==> src/rtl/usd_sensor_emulator.sv <==
`timescale 1ns/1ps
// usd_sensor_emulator
// Behavioural stand-in for an ultrasonic ranging sensor (sensor side of the
// trigger/echo link). A trigger pulse is synchronised and width-checked.
// After the programmed time of flight an echo pulse of fixed width is driven back.
//
// Ports
//   clk_50mhz   in   1   the only clock
//   rst_n       in   1   synchronous, active-low reset
//   enable      in   1   1 = respond to triggers, 0 = force IDLE
//   trigger_in  in   1   trigger from initiator (asynchronous, 3-flop synchronised)
//   delay_us    in   16  time of flight in us, sampled when a trigger is accepted
//   echo_out    out  1   registered echo line
//   busy        out  1   high in TRIG/DELAY/ECHO
//   trig_error  out  1   one-cycle pulse when a trigger is too short
//   echo_count  out  16  completed echoes, wraps
module usd_sensor_emulator #(
    parameter int unsigned CLKS_PER_US  = 50,
    parameter int unsigned MIN_TRIG_US  = 10,
    parameter int unsigned ECHO_US      = 100,
    parameter int unsigned MAX_DELAY_US = 10000
) (
    input  logic        clk_50mhz,
    input  logic        rst_n,
    input  logic        enable,
    input  logic        trigger_in,
    input  logic [15:0] delay_us,
    output logic        echo_out,
    output logic        busy,
    output logic        trig_error,
    output logic [15:0] echo_count
);

    localparam int unsigned MIN_TRIG_CLKS = MIN_TRIG_US * CLKS_PER_US;
    localparam int unsigned ECHO_CLKS     = ECHO_US * CLKS_PER_US;
    localparam int unsigned CNT_MAX       = (MIN_TRIG_CLKS > ECHO_CLKS) ? MIN_TRIG_CLKS : ECHO_CLKS;
    localparam int unsigned CW            = (CNT_MAX > 1) ? $clog2(CNT_MAX + 1) : 1;
    localparam int unsigned PW            = (CLKS_PER_US > 1) ? $clog2(CLKS_PER_US) : 1;
    localparam int unsigned UW            = (MAX_DELAY_US > 0) ? $clog2(MAX_DELAY_US + 1) : 1;

    typedef enum logic [1:0] {
        IDLE  = 2'd0,
        TRIG  = 2'd1,
        DELAY = 2'd2,
        ECHO  = 2'd3
    } state_t;

    state_t          state_q;
    logic [2:0]      sync_q;
    logic            tp_q;
    logic [CW-1:0]   cnt_q;        // trigger width in TRIG, echo length in ECHO
    logic [PW-1:0]   pre_q;        // clocks within the current microsecond
    logic [UW-1:0]   us_q;         // elapsed microseconds in DELAY
    logic [UW-1:0]   delay_q;      // clamped time of flight
    logic            echo_q;
    logic            busy_q;
    logic            trig_error_q;
    logic [15:0]     echo_count_q;

    logic            t;
    logic [UW-1:0]   delay_clamped_d;

    assign t = sync_q[2];

    always_comb begin
        if (32'(delay_us) > MAX_DELAY_US) begin
            delay_clamped_d = UW'(MAX_DELAY_US);
        end else begin
            delay_clamped_d = UW'(delay_us);
        end
    end

    always_ff @(posedge clk_50mhz) begin
        if (!rst_n) begin
            state_q      <= IDLE;
            sync_q       <= '0;
            tp_q         <= 1'b0;
            cnt_q        <= '0;
            pre_q        <= '0;
            us_q         <= '0;
            delay_q      <= '0;
            echo_q       <= 1'b0;
            busy_q       <= 1'b0;
            trig_error_q <= 1'b0;
            echo_count_q <= '0;
        end else begin
            sync_q       <= {sync_q[1:0], trigger_in};
            tp_q         <= t;
            trig_error_q <= 1'b0;

            if (!enable) begin
                // Abort anything in progress; an aborted echo is not counted.
                state_q <= IDLE;
                echo_q  <= 1'b0;
                busy_q  <= 1'b0;
            end else begin
                case (state_q)
                    IDLE: begin
                        echo_q <= 1'b0;
                        busy_q <= 1'b0;
                        // Only a fresh rising edge is accepted, so a trigger
                        // still high when returning here is ignored.
                        if (t && !tp_q) begin
                            state_q <= TRIG;
                            busy_q  <= 1'b1;
                            // The detecting edge already saw t high, so it
                            // counts as the first clock of the pulse.
                            cnt_q   <= CW'(1);
                        end
                    end
                    TRIG: begin
                        if (t) begin
                            if (cnt_q < CW'(MIN_TRIG_CLKS)) begin
                                cnt_q <= cnt_q + CW'(1);
                            end
                        end else if (cnt_q >= CW'(MIN_TRIG_CLKS)) begin
                            delay_q <= delay_clamped_d;
                            pre_q   <= '0;
                            us_q    <= '0;
                            state_q <= DELAY;
                        end else begin
                            trig_error_q <= 1'b1;
                            busy_q       <= 1'b0;
                            state_q      <= IDLE;
                        end
                    end
                    DELAY: begin
                        // Entry is 3 clocks after the pin fell; the echo
                        // register adds one more, giving D*CLKS_PER_US+4.
                        if (us_q == delay_q) begin
                            echo_q  <= 1'b1;
                            cnt_q   <= '0;
                            state_q <= ECHO;
                        end else if (pre_q == PW'(CLKS_PER_US - 1)) begin
                            pre_q <= '0;
                            us_q  <= us_q + UW'(1);
                        end else begin
                            pre_q <= pre_q + PW'(1);
                        end
                    end
                    ECHO: begin
                        if (cnt_q == CW'(ECHO_CLKS - 1)) begin
                            echo_q       <= 1'b0;
                            busy_q       <= 1'b0;
                            echo_count_q <= echo_count_q + 16'd1;
                            state_q      <= IDLE;
                        end else begin
                            cnt_q <= cnt_q + CW'(1);
                        end
                    end
                    default: begin
                        state_q <= IDLE;
                        echo_q  <= 1'b0;
                        busy_q  <= 1'b0;
                    end
                endcase
            end
        end
    end

    assign echo_out   = echo_q;
    assign busy       = busy_q;
    assign trig_error = trig_error_q;
    assign echo_count = echo_count_q;

endmodule

==> config.mk <==
export PLATFORM = sky130hd
export DESIGN_NAME = usd_sensor_emulator
export DESIGN_NICKNAME = d
export VERILOG_FILES = /design/src/rtl/usd_sensor_emulator.sv
export SDC_FILE = /design/constraint.sdc
export NUM_CORES = 1
export LEC_CHECK = 0
export BUFFER_PORTS_ARGS = -buffer_cell sky130_fd_sc_hd__buf_2
export CAP_MARGIN = 20
export CORE_ASPECT_RATIO = 2
export CORE_MARGIN = 10
export CORE_UTILIZATION = 55
export DETAILED_ROUTE_END_ITERATION = 10
export PLACE_DENSITY = 0.77
export SYNTH_ARGS = -nofsm -noshare
export SYNTH_HDL_FRONTEND = slang
export SYNTH_SLANG_ARGS = --single-unit
==> constraint.sdc <==
create_clock -name clk_50mhz -period 2.46 [get_ports clk_50mhz]
set_input_delay 0.492 -clock clk_50mhz [delete_from_list [all_inputs] [get_ports clk_50mhz]]
set_output_delay 0.492 -clock clk_50mhz [all_outputs]
set_load 0.05 [all_outputs]
== Yosys cells after proc, flatten, opt, wreduce, memory -nomap -nowiden ==
Cells that the tools add are included.
Operators by class
  bitwise gates (word level): 4
  reductions and logical operators: 16
  eq/ne operators: 17
  $lt $le $gt $ge: 3
  muxes and demuxes: 31
  add/subtract/negate cells: 4
Operator list (number)
  $mux 14: 5
  $mux 13: 5
  $pmux 13 s4: 1
  $pmux 14 s2: 1
  $mux 6: 4
  $ne 2x2->1 const B: 11
  $add 16x1->16 const B: 1
  $gt 16x14->1 const B: 1
  $add 14x1->14 const B: 1
  $eq 14x14->1: 1
  $add 13x1->13 const B: 1
  $eq 13x13->1 const B: 1
  $ge 13x9->1 const B: 1
  $lt 13x9->1 const B: 1
  $pmux 6 s2: 1
  $reduce_and 4->1: 3
  $reduce_and 6->1: 2
  $mux 2: 5
  $pmux 2 s4: 1
  $add 6x1->6 const B: 1
  $eq 6x6->1 const B: 1
  $mux 1: 6
  $pmux 1 s3: 2
  $reduce_and 3->1: 2
  other kinds (11): 16
Word-level totals
  bits in registers: 72
  input bits: 20
  output and inout bits: 19
  word-level logic and storage cells: 86

== Logic depth before layout (Yosys ltp) ==
Gate-level depths: netlist of run 1.
  depth in word-level cells: 4
  gate-level depth with buffers: 9
  mapped depth without buffers: 7

== Least setup slack after synthesis of run 1 ==
OpenSTA, ideal clock, no wires.
  path type: input -> register
  from: in delay_us[15]
  to: reg delay_q[10]
  data required time: 2341 ps
  setup time: 119 ps
  stages on the path: 5
  setup slack: 302 ps
  data arrival time: 2039 ps
  buffers on the path: 0
  cells stage by stage: nor4_1 > nand4_1 > a2111oi_2 > o21ai_0 > o221a_2
Between the ends
  cells in the longest elaborated chain, start to end: 2
RTL lines
  start: declaration: RTL line 27  | input logic [15:0] delay_us,
  $gt 16x14->1: RTL line 66  | if (32'(delay_us) > MAX_DELAY_US) begin
  $mux 14: RTL line 66
  end signal: assignment: RTL line 117  | delay_q <= delay_clamped_d;
  end: declaration: RTL line 54  | logic [UW-1:0] delay_q;
No other way between the ends.
A chain may end at the register's enable or synchronous reset.

== Final worst setup path of run 1 ==
  from: reg cnt_q[0]
  to: reg echo_count_q[15] (netlist: echo_count[15])
Between the ends
  cells in the longest elaborated chain, start to end: 2
RTL lines
  start: declaration: RTL line 51  | logic [CW-1:0] cnt_q;
  start signal: assignment: RTL line 114  | cnt_q <= cnt_q + CW'(1);
  start signal: assignment: RTL line 148  | cnt_q <= cnt_q + CW'(1);
  $eq 13x13->1: RTL line 142  | if (cnt_q == CW'(ECHO_CLKS - 1)) begin
  $reduce_and 3->1 (no line)
  end signal: assignment: RTL line 145  | echo_count_q <= echo_count_q + 16'd1;
  end: declaration: RTL line 58  | logic [15:0] echo_count_q;
No other way between the ends.

==> results.cfg, run 1 <==
[final_layout]
multiInputGateArea_sq_um = 2390
regArea_sq_um = 1440
utilization_pct = 65.5
antenna_cells = 0
final_common_cell = dfxtp_1
area_growth_syn_to_layout_pct = 17.3
n_fill_cell = 603
final_cell_mix = dfxtp_1 (72), nand2_1 (48), buf_2 (38), a21oi_1 (34), o21ai_0 (24)
nets = 554
drive_gt1_share_pct = 18.2

[setup_path]
critPathArrivalTime_ps = 2480
cp.required_ps = 2730
path_delay_family = simple AND/OR/NAND/NOR gates
crit_fanout = 9
path_cells = ha_1, nand4bb_1, nor4_4, buf_4, nand3_4, or4_1, a21oi_1
crit_buf_inv = 1
cp-start-kind = register
r2r_start = cnt_q[0]$_SDFFE_PN0P_
ff2ff_setup_slack_ps = 250
r2r-end = echo_count[15]$_SDFFE_PN0P_
max_stage_delay_ps = 480
crit_path_end_kind = register
path_class = reg -> reg
rr_worst_depth = 7
slowest_stage = or4_1

[timing]
finalWorstSetupSlack_ps = 250
setup_violations = 0
tightest_slew_ps = 622
skew_ps = 3.96
slew_headroom_pct = 58.5
max_freq_mhz = 453
hold_ws_ps = 363
min_period_over_period_pct = 89.8
rsz0062_at_grt = false
fin_setup_tns_ps = 0
finalHoldViolations = 0
slew_viol_final = 0
min_period_ps = 2210

[logic_synthesis]
synthFlopType = dfxtp_1
synthCells = 480
synth_seq_cells = 72
synthMuxAreaShare_pct = 0.501
syn_avg_cell_area_sq_um = 8.33
synth-compound-area-share_pct = 23.9
synth_area_sq_um = 4000
yosys.area_share.adder_pct = 3.44
yosys_warnings = 0
yosysUniqueCellTypes = 55
synth_top_family_by_area = simple AND/OR/NAND/NOR gates
postSynthNetCount = 511
synth_top_area_cell = dfxtp_1
synth_edf_count = 0
synth_xor_area_share_pct = 3.94
synthTopCellsByArea = dfxtp_1 (36%), nand2_1 (4.5%), a21oi_1 (4.3%), ha_1 (3.4%), xnor2_1 (3.3%)
yosysSeqAreaShare_pct = 36.0
synth_top_area_share_pct = 36.0
async_reset_ff_share_pct = 0
yosys.area_share.simple_pct = 27.8

[drt]
vias = 3803
first_iter_violations = 208
wl_um = 10100
firstDrtPassIters = 4
final_antenna_net_count = 0
wire_per_inst_um = 16.3
viasPerCell = 6.13
drcViolationCount = 0

[floorplan]
io_pins = 39
design.core.area_sq_um = 7160
start_util_pct = 55.9
chipHeight_um = 141
rows = 44
die_x_um = 80.3
dieArea_sq_um = 11300

[flow_run]
maxCapViolCount = 0

[cts]
cts_sinks = 72
cts.clk_slew.worst_paths_ps = 60
cts_max_level = 3
cts.path.max_buffers = 2
cts_tree = done
cts_root_buffer = clkbuf_16
clk-insertion-delay-late_ps = 340
cts_buffers = 9

[power]
p_leak_nw = 1.70
powerDensity_nw_per_um2 = 535
ir_drop_v = 0.000447
finalPower_mw = 2.51

[worst_hold_path]
hp-start = trigger_in
min_to = sync_q[0]$_SDFF_PN0_
hold_class = in -> reg
hold_depth = 2

[placed_design]
gp_congestion = 0.885
place_ws_ps = 194
port_buffers = 38
place_hpwl_um = 7380

[global_route]
grtUsageTotal_pct = 18.9
grt_max_degree = 44
grt_pass1_vias = 3771
antenna_found_initial = 0
grt-ovfl-total = 0
grt_pass1_wl_um = 17500

[run_status]
run_status = finished, final reports clean
-- layer usage --
layer | up-vias | routed length (um) | global-route usage, %
li1 | 1920 | - | -
met1 | 1787 | 4220 | 21.8
met2 | 79 | 5290 | 31.8
met3 | 17 | 406 | 3.69
met4 | 0 | 202 | 9.14
met5 | - | 0 | 0
-- report_power, final --
part	leakage [nW]	switching, mW	total, mW	internal [mW]
Combinational	0.982	0.0580	0.0894	0.0314
Sequential	0.580	0.00285	1.17	1.17
Clock	0.138	0.504	1.25	0.742
-- through the flow --
stage	cells	area, sq um
floorplan	480	4000
global placement	603	4390
detailed placement	603	4390
CTS	619	4680
global route	620	4690
finish	620	4690
-- worst max path at each step --
stage | to | startpoint | cells after the start
global placement | echo_count[4]$_SDFFE_PN0P_ | cnt_q[1]$_SDFFE_PN0P_ | 6
detailed placement | echo_count[14]$_SDFFE_PN0P_ | cnt_q[1]$_SDFFE_PN0P_ | 6
finish | echo_count[15]$_SDFFE_PN0P_ | cnt_q[0]$_SDFFE_PN0P_ | 7
floorplan | delay_q[10]$_SDFFE_PN0P_ | delay_us[15] | 5
global route | echo_count[15]$_SDFFE_PN0P_ | cnt_q[0]$_SDFFE_PN0P_ | 7
CTS | echo_count[4]$_SDFFE_PN0P_ | cnt_q[0]$_SDFFE_PN0P_ | 6
-- synth_stat cells, drive strengths merged, types with 7 or more instances --
master and count:
and4 12, clkbuf 23, inv 17, ha 11
a21oi 34, a211oi 10, or3 16, nor2 20
o21ai 24, nand4 20, o211ai 10, dfxtp 72
o22ai 8, and2 7, nand3 20, nor4 10
a31oi 7, xnor2 15, nor3 8, nand2 48
-- final cells by class --
class                           instances  share of cell area (%)
Multi-Input combinational cell        363                    51.1
Tap cell                               92                    2.45
Timing Repair Buffer                   60                    8.11
Inverter                               17                    1.36
Sequential cell                        72                    30.7
Clock buffer                           11                    5.39
Clock inverter                          5                   0.880
-- repair_timing --
action	in CTS	in global routing
gates resized for setup	0	0
hold buffers	0	0
setup buffers	0	1
setup endpoints to repair	0	2
-- kinds of logic (layout without fill, tap and decap cells) --
logic type	after synthesis	after routing
and+or+nand+nor	194	194
muxes	2	2
AOI/OAI and AO/OA	138	138
DFF	72	72
buffers and inverters	45	93
adders and majority gates	11	11
xor gates and xnor gates	18	18
-- state kept, by name, summed over array words and instances, names as in the netlist, named ones only --
register	cells
trig_error	1
sync_q	3
pre_q	6
echo_out	1
state_q	1
echo_count	16
delay_q	14
cnt_q	13
tp_q	1
busy	1
us_q	14
Note: power is estimated with default switching activity, not from simulation.
==> run 2: changes to the inputs <==
==> constraint.sdc (replaced) <==
create_clock -name clk_50mhz -period 2.73 [get_ports clk_50mhz]
set_input_delay 0.546 -clock clk_50mhz [delete_from_list [all_inputs] [get_ports clk_50mhz]]
set_output_delay 0.546 -clock clk_50mhz [all_outputs]
set_load 0.05 [all_outputs]
==> results.cfg, run 2 (synthesis gave the netlist of run 1 again) <==
[setup_path]
crit_buf_inv = 0
crit_fanout = 12
max_stage_delay_ps = 580
path_delay_family = simple AND/OR/NAND/NOR gates
cp.required_ps = 3000
path_class = reg -> reg
crit_path_end_kind = register
path_cells = or4b_4, nor4_4, nand4_1, or4_1, a21oi_1
cp-start-kind = register
slowest_stage = or4b_4
critPathArrivalTime_ps = 2630

[final_layout]
final_cell_mix = dfxtp_1 (72), nand2_1 (48), buf_2 (38), a21oi_1 (34), o21ai_0 (24)
nets = 547
antenna_cells = 0
largest_reg_flops = 16
final_cell_area_sq_um = 4640
final_common_cell = dfxtp_1
drive_gt1_share_pct = 16.9
area_growth_syn_to_layout_pct = 16.1

[power]
p_leak_nw = 1.67
powerDensity_nw_per_um2 = 517
ir_drop_v = 0.000536

[worst_hold_path]
hold_class = in -> reg

[floorplan]
dieArea_sq_um = 11300
design.core.area_sq_um = 7160
chipHeight_um = 141
io_pins = 39
die_x_um = 80.3
rows = 44
start_util_pct = 55.9

[timing]
tightest_slew_ps = 889
min_period_over_period_pct = 86.4
max_freq_mhz = 424
slew_headroom_pct = 40.7
skew_ps = 3.24
rsz0062_at_grt = false
finalHoldViolations = 0
fin_setup_tns_ps = 0
min_period_ps = 2360
slew_viol_final = 0
setup_violations = 0

[global_route]
antenna_found_initial = 0
grt-ovfl-total = 0
grtUsageTotal_pct = 18.5
grt_max_degree = 44
grt_pass1_wl_um = 17100
grt_pass1_vias = 3634

[cts]
cts.clk_slew.worst_paths_ps = 60
cts-resized-gates = 0
hold_buffers = 0
cts_tree = done
cts_buffers = 9
cts_sinks = 72
clk-insertion-delay-late_ps = 340
cts_setup_buffers = 0
cts.path.max_buffers = 2
cts_root_buffer = clkbuf_16
cts_max_level = 3

[placed_design]
port_buffers = 38
gp_congestion = 0.888
postPlaceCellArea_sq_um = 4320
place_hpwl_um = 7110

[drt]
first_iter_violations = 242
firstDrtPassIters = 7
wl_met3_um = 519
drcViolationCount = 0
wire_per_inst_um = 16.8
routed.top_layer = met4
final_antenna_net_count = 0
viasPerCell = 6.30
wl_um = 10300
wl_met1_um = 4300
vias = 3859
met2RoutedLength_um = 5270

[flow_run]
maxCapViolCount = 0

[run_status]
run_status = finished, final reports clean
## run 2: cell types whose count changed in the layout (fill, tap and decap cells not counted)
cell        delta
buf_12         -2
clkbuf_8       -2
clkinvlp_4     -1
clkbuf_1       +1
bufinv_16      +2
buf_4          -5
## run 2: area by class of cell
cell class | count | area (sq um)
clock buffers | 10 | 229
clock inverters | 6 | 93.8
fillers | 628 | 2520
inverters | 17 | 63.8
multi-input cells | 363 | 2390
flip-flops and latches | 72 | 1440
well taps | 92 | 115
repair buffers | 53 | 303
## run 2: power by group
part           internal (mW)  switching, mW  total [mW]
clock                  0.804          0.459        1.26
sequential              1.05        0.00245        1.06
combinational         0.0253         0.0522      0.0775
## run 2: worst register-to-register path, stage by stage (launching register included)
cell and delay (ps):
dfxtp_1 370, or4b_4 580, nor4_4 290, nand4_1 370, or4_1 510, a21oi_1 170
## run 2: per-layer routing
metal	up-vias	GRT usage (%)
li1	1902	-
met1	1819	21.2
met2	121	31.4
met3	17	4.08
met4	0	8.12
met5	-	0
## run 2: stage by stage
stage / hold WS, ps / utilization (%) / power (mW) / setup slack [ps] / instances
after floorplan: 412 / - / 1.13 / 518 / 480
after global placement: 414 / 60.3 / 1.16 / 469 / 597
after detailed placement: 422 / 60.3 / 1.16 / 419 / 597
after CTS: 403 / 64.8 / 2.42 / 367 / 613
after global routing: 427 / 64.8 / 2.47 / 220 / 613
final: 406 / 64.8 / 2.40 / 373 / 613
## run 2: final timing paths
check | startpoint | endpoint | slack (ps) | cells past startpoint
min reg2reg | sync_q[1]$_SDFF_PN0_ | sync_q[2]$_SDFF_PN0_ | 430 | 1
max | cnt_q[3]$_SDFFE_PN0P_ | echo_count[14]$_SDFFE_PN0P_ | 370 | 5
max reg2reg | cnt_q[3]$_SDFFE_PN0P_ | echo_count[14]$_SDFFE_PN0P_ | 370 | 5
min | trigger_in | sync_q[0]$_SDFF_PN0_ | 410 | 2
